$ cat config.mk
export PLATFORM = sky130hd
export DESIGN_NAME = rom_arb
export DESIGN_NICKNAME = d
export VERILOG_FILES = /design/src/rtl/rom_arb.sv
export SDC_FILE = /design/constraint.sdc
export NUM_CORES = 1
export LEC_CHECK = 0
export ABC_AREA = 1
export CAP_MARGIN = 20
export CORE_ASPECT_RATIO = 1.5
export CORE_MARGIN = 1.5
export CORE_UTILIZATION = 31
export DETAILED_ROUTE_END_ITERATION = 7
export PLACE_DENSITY = 0.8
export SETUP_SLACK_MARGIN = 0.4
export SYNTH_ARGS = -nofsm -noshare
export SYNTH_HDL_FRONTEND = slang
export SYNTH_SLANG_ARGS = --single-unit
$ cat constraint.sdc
create_clock -name clk -period 1.5 [get_ports clk]
set_input_delay 0.15 -clock clk [delete_from_list [all_inputs] [get_ports clk]]
set_output_delay 0.15 -clock clk [all_outputs]
set_load 0.005 [all_outputs]
$ cat src/rtl/rom_arb.sv
// Two-master arbiter (loader m0, fetch m1) in front of a single-port rom, burst-limited with fair hand-over.
// Optional write protection of the low region is enabled by defining ROM_ARB_WP_EN.
module rom_arb #(
  parameter int unsigned MAX_BURST = 4,
  parameter logic [31:0] WP_LIMIT  = 32'h400
) (
  input  logic        clk,
  input  logic        rst,
  input  logic        m0_req_i,
  input  logic        m0_we_i,
  input  logic [31:0] m0_addr_i,
  input  logic [31:0] m0_data_i,
  output logic        m0_gnt_o,
  output logic        m0_rvalid_o,
  output logic [31:0] m0_rdata_o,
  output logic        m0_err_o,
  input  logic        m1_req_i,
  input  logic [31:0] m1_addr_i,
  output logic        m1_gnt_o,
  output logic        m1_rvalid_o,
  output logic [31:0] m1_rdata_o,
  output logic        hold_flag_o,
  output logic        rom_we_o,
  output logic [31:0] rom_addr_o,
  output logic [31:0] rom_data_o,
  input  logic [31:0] rom_data_i
);

  typedef enum logic [1:0] {OWN_NONE, OWN_M0, OWN_M1} owner_t;

  localparam int CW = $clog2(MAX_BURST + 1);

  owner_t        owner, owner_nxt;
  logic [CW-1:0] cnt, cnt_nxt, cnt_inc;
  logic          burst_full;
  logic          sel_m0, sel_m1;
  logic          wp_hit;
  logic          m0_rvalid_q, m1_rvalid_q, m0_err_q;
  logic [31:0]   m0_rdata_q, m1_rdata_q;

`ifdef ROM_ARB_WP_EN
  assign wp_hit = m0_we_i && (m0_addr_i < WP_LIMIT);
`else
  logic unused_wp;
  assign wp_hit    = 1'b0;
  assign unused_wp = ^WP_LIMIT;
`endif

  assign burst_full = (cnt >= CW'(MAX_BURST));
  assign cnt_inc    = burst_full ? cnt : cnt + CW'(1);

  // State register: owner and saturating beat counter.
  always_ff @(posedge clk) begin
    if (rst) begin
      owner <= OWN_NONE;
      cnt   <= '0;
    end else begin
      owner <= owner_nxt;
      cnt   <= cnt_nxt;
    end
  end

  // Next-state: the owner keeps the slot until its burst is spent and the other side waits.
  always_comb begin
    // NOTE: every output of a combinational block gets a default first, so no path infers a latch.
    sel_m0    = 1'b0;
    sel_m1    = 1'b0;
    owner_nxt = OWN_NONE;
    cnt_nxt   = '0;
    case (owner)
      OWN_M0: begin
        if (m0_req_i && (!burst_full || !m1_req_i)) sel_m0 = 1'b1;
        else if (m1_req_i)                          sel_m1 = 1'b1;
      end
      OWN_M1: begin
        if (m1_req_i && (!burst_full || !m0_req_i)) sel_m1 = 1'b1;
        else if (m0_req_i)                          sel_m0 = 1'b1;
      end
      default: begin
        if (m0_req_i)      sel_m0 = 1'b1;
        else if (m1_req_i) sel_m1 = 1'b1;
      end
    endcase
    if (rst) begin
      sel_m0 = 1'b0;
      sel_m1 = 1'b0;
    end
    if (sel_m0) begin
      owner_nxt = OWN_M0;
      cnt_nxt   = (owner == OWN_M0) ? cnt_inc : CW'(1);
    end else if (sel_m1) begin
      owner_nxt = OWN_M1;
      cnt_nxt   = (owner == OWN_M1) ? cnt_inc : CW'(1);
    end
  end

  // Outputs: grants, rom access mux and stall flag.
  always_comb begin
    m0_gnt_o   = sel_m0;
    m1_gnt_o   = sel_m1;
    rom_we_o   = sel_m0 && m0_we_i && !wp_hit;
    rom_addr_o = '0;
    rom_data_o = '0;
    if (sel_m0) begin
      rom_addr_o = m0_addr_i;
      rom_data_o = m0_data_i;
    end else if (sel_m1) begin
      rom_addr_o = m1_addr_i;
    end
    hold_flag_o = m1_req_i && !sel_m1;
  end

  // Registered read return path and protection error pulse.
  always_ff @(posedge clk) begin
    if (rst) begin
      m0_rvalid_q <= 1'b0;
      m1_rvalid_q <= 1'b0;
      m0_err_q    <= 1'b0;
      m0_rdata_q  <= '0;
      m1_rdata_q  <= '0;
    end else begin
      m0_rvalid_q <= sel_m0 && !m0_we_i;
      m1_rvalid_q <= sel_m1;
      m0_err_q    <= sel_m0 && wp_hit;
      if (sel_m0 && !m0_we_i) m0_rdata_q <= rom_data_i;
      if (sel_m1)             m1_rdata_q <= rom_data_i;
    end
  end

  // NOTE: pulses are masked while rst is high so a read granted just before reset never shows rvalid.
  assign m0_rvalid_o = m0_rvalid_q && !rst;
  assign m1_rvalid_o = m1_rvalid_q && !rst;
  assign m0_err_o    = m0_err_q && !rst;
  assign m0_rdata_o  = m0_rdata_q;
  assign m1_rdata_o  = m1_rdata_q;

endmodule
==> results.json <==
{
  "drv_cap": 0,
  "ctsHtreeMaxLevel": 3,
  "synth_compound_area_share_pct": 4.86,
  "antenna_found_initial": 1,
  "syn_avg_cell_area_um2": 6.09,
  "core_um2": 11400,
  "die_y_um": 135,
  "grt_pass1_wl_um": 25400,
  "grt_overflow": 0,
  "synth_top_area_share_pct": 39.5,
  "power_density_nw_per_um2": 2010,
  "ys_ff_latch": 71,
  "hold_viol_final": 0,
  "via_count": 4896,
  "die_area_um2": 12300,
  "fmax_mhz": 470,
  "synthFlopType": "dfxtp_1",
  "fin_area_um2": 8150,
  "grt_usage_pct": 26.9,
  "outcome": "finished with violations",
  "drt_pass1_iterations": 4,
  "clk_pin_slew_worst_paths_ns": 0.06,
  "ant_nets": 0,
  "rsz0062_at_grt": "true",
  "synthAdderAreaFrac_pct": 1.39,
  "clk_path_buf_depth": 2,
  "synthXorXnorAreaFrac_pct": 0.243,
  "cts_buffers": 9,
  "hold_path_class": "in -> reg",
  "synthSimpleGateAreaFrac_pct": 40.4,
  "netlist_instances": 591,
  "placed_cell_area_um2": 6700,
  "synthesis.nets": 728,
  "yosys-top-cells-count": "nand2_1, nor2_1, inv_1, dfxtp_1, nand3_1",
  "cp.arrival_ns": 1.98,
  "ys_seq_area_share_pct": 39.5,
  "synthArstFlopShare_pct": 0,
  "setup-violations-final": 138,
  "layout_worst_path_cycle_share_pct": 142,
  "violations": "negative setup slack",
  "root_buffer": "clkbuf_16",
  "fillers": 885,
  "ir_drop_mv": 1.18,
  "drtIter0Drc": 153,
  "rows": 48,
  "yosysMostFrequentCell": "nand2_1",
  "grt_max_degree": 36,
  "ys_types": 20,
  "netlist_area_um2": 3600,
  "clock_latency_ns": 0.33,
  "slew_viol_final": 0,
  "vias_per_cell": 4.54,
  "yosys_warnings": 0,
  "holdWs_ns": 0.380,
  "crit_path_end_kind": "primary output",
  "finalWeightedCongestion": 0.863,
  "fin_crit_ns": 2.13,
  "worst_slack_ns": -0.629,
  "synthMuxAreaShare_pct": 0,
  "finalWirelength_um": 17900,
  "cts_tree": "built",
  "wl_per_cell_um": 16.6,
  "die_x_um": 91,
  "final_nets": 1060,
  "yosys-top-cells-area": "dfxtp_1, nand2_1, nor2_1",
  "remaining_drc_errors": 0,
  "fin_util_pct": 71.4,
  "p_leak_nw": 4.30,
  "dpl.hpwl_um": 11200,
  "synth_edf_count": 0,
  "worst_clock_skew_ns": 0.00835,
  "ios": 268,
  "area_growth_pct": 126,
  "drive_gt1_share_pct": 34.8,
  "numClockSinks": 71,
  "startpoint_type": "flip-flop",
  "initial_core_util_pct": 31.6,
  "grt_pass1_vias": 4833,
  "critPathRequiredTime_ns": 1.35,
  "port-buffer-count": 266,
  "crit_type": "reg -> out",
  "synth_top_family_by_area": "simple AND/OR/NAND/NOR gates",
  "cp_max_fo": 7,
  "yosys.area.top_type": "dfxtp_1"
}
## report_power, final
| group | switching (mW) | total (mW) | internal, mW | leakage [nW] |
|---|---|---|---|---|
| sequential | 0.378 | 2.92 | 2.54 | 0.593 |
| clock | 0.810 | 2.27 | 1.46 | 0.150 |
| combinational | 5.18 | 11.2 | 6.04 | 3.56 |
## kinds of logic (layout without fill, tap and decap cells)
group,count (synthesis),after routing
AO/OA/AOI/OAI,35,35
XOR/XNOR,1,1
adder cells (fa/ha/maj),4,4
buffers and inverters,116,453
flip-flops,71,71
other,1,2
AND/OR/NAND/NOR,363,363
## final timing paths
check,from,endpoint,slack (ns),depth (start not counted)
max,owner[0],rom_addr_o[23],-0.63,13
min,rom_data_i[23],m0_rdata_o[23],0.38,3
max reg2reg,owner[0],m1_rdata_o[26],-0.41,13
min reg2reg,m1_rdata_o[23],m1_rdata_o[23],0.48,2
## per-layer routing
layer | wire length, um | GRT usage, %
met1 | 6020 | 25.3
met2 | 9720 | 52.2
met3 | 1400 | 8.56
met4 | 755 | 12.2
met5 | 0 | 0
## cell type report
| cell class | instances | area (um2) | share of cell area (%) |
|---|---|---|---|
| Tap cell | 150 | 188 | 2.30 |
| Inverter | 83 | 329 | 4.04 |
| Multi-Input combinational cell | 404 | 2230 | 27.3 |
| Antenna cell | 1 | 2.50 | 0.0307 |
| Timing Repair Buffer | 354 | 3640 | 44.6 |
| Sequential cell | 71 | 1450 | 17.8 |
| Clock buffer | 11 | 233 | 2.86 |
| Clock inverter | 5 | 81.3 | 0.998 |
## metrics by stage
step	worst slack [ns]	cells	power (mW)	TNS (ns)
after CTS	-0.616	1066	15.2	-55.47
after global placement	-0.767	1012	10.0	-70.32
final	-0.629	1079	16.4	-60.21
after floorplan	0.0276	591	6.10	0
after global routing	-0.696	1079	17.3	-69.56
after detailed placement	-0.793	1012	10.1	-74.06
## registers in the layout, indices dropped and copies added (netlist names)
name	cells
m1_rdata_o	32
m0_rvalid_q	1
m0_rdata_o	32
owner	2
cnt	3
m1_rvalid_q	1
## critical path, cell delays in order (launching register included)
cell and delay [ns]:
dfxtp_2 0.36, inv_2 0.05, ha_4 0.29, inv_4 0.05, nand3_4 0.06, nand2_4 0.06
nor2_4 0.11, buf_6 0.12, buf_6 0.09, buf_8 0.11, buf_6 0.12, nand3_2 0.06
nand2_1 0.07, buf_2 0.11
## placed cells by master (no fill, tap or decap), types with 10 or more instances in the layout
master and n:
buf_12 14, nor2_1 88, nor2_4 29, dlymetal6s2s_1 24, dfxtp_2 23, buf_2 62, nand2_2 13, nor2_2 21
inv_1 72, clkdlybuf4s50_1 131, clkbuf_16 10, nand3_2 27, buf_6 33, buf_16 13, nand2_1 168, dfxtp_1 48
o21ai_0 14, dlygate4sd2_1 23, o21ai_2 16, nand3_1 10, buf_4 27, clkdlybuf4s15_1 14
## what timing repair did
item                       in CTS  in global routing
hold buffers                    0                  0
buffers inserted               25                 11
pin swaps                      47                 10
setup endpoints to repair     205                182
cloned                         13                  1
resized for setup             486                129
Power figures use the tool's default switching activity.
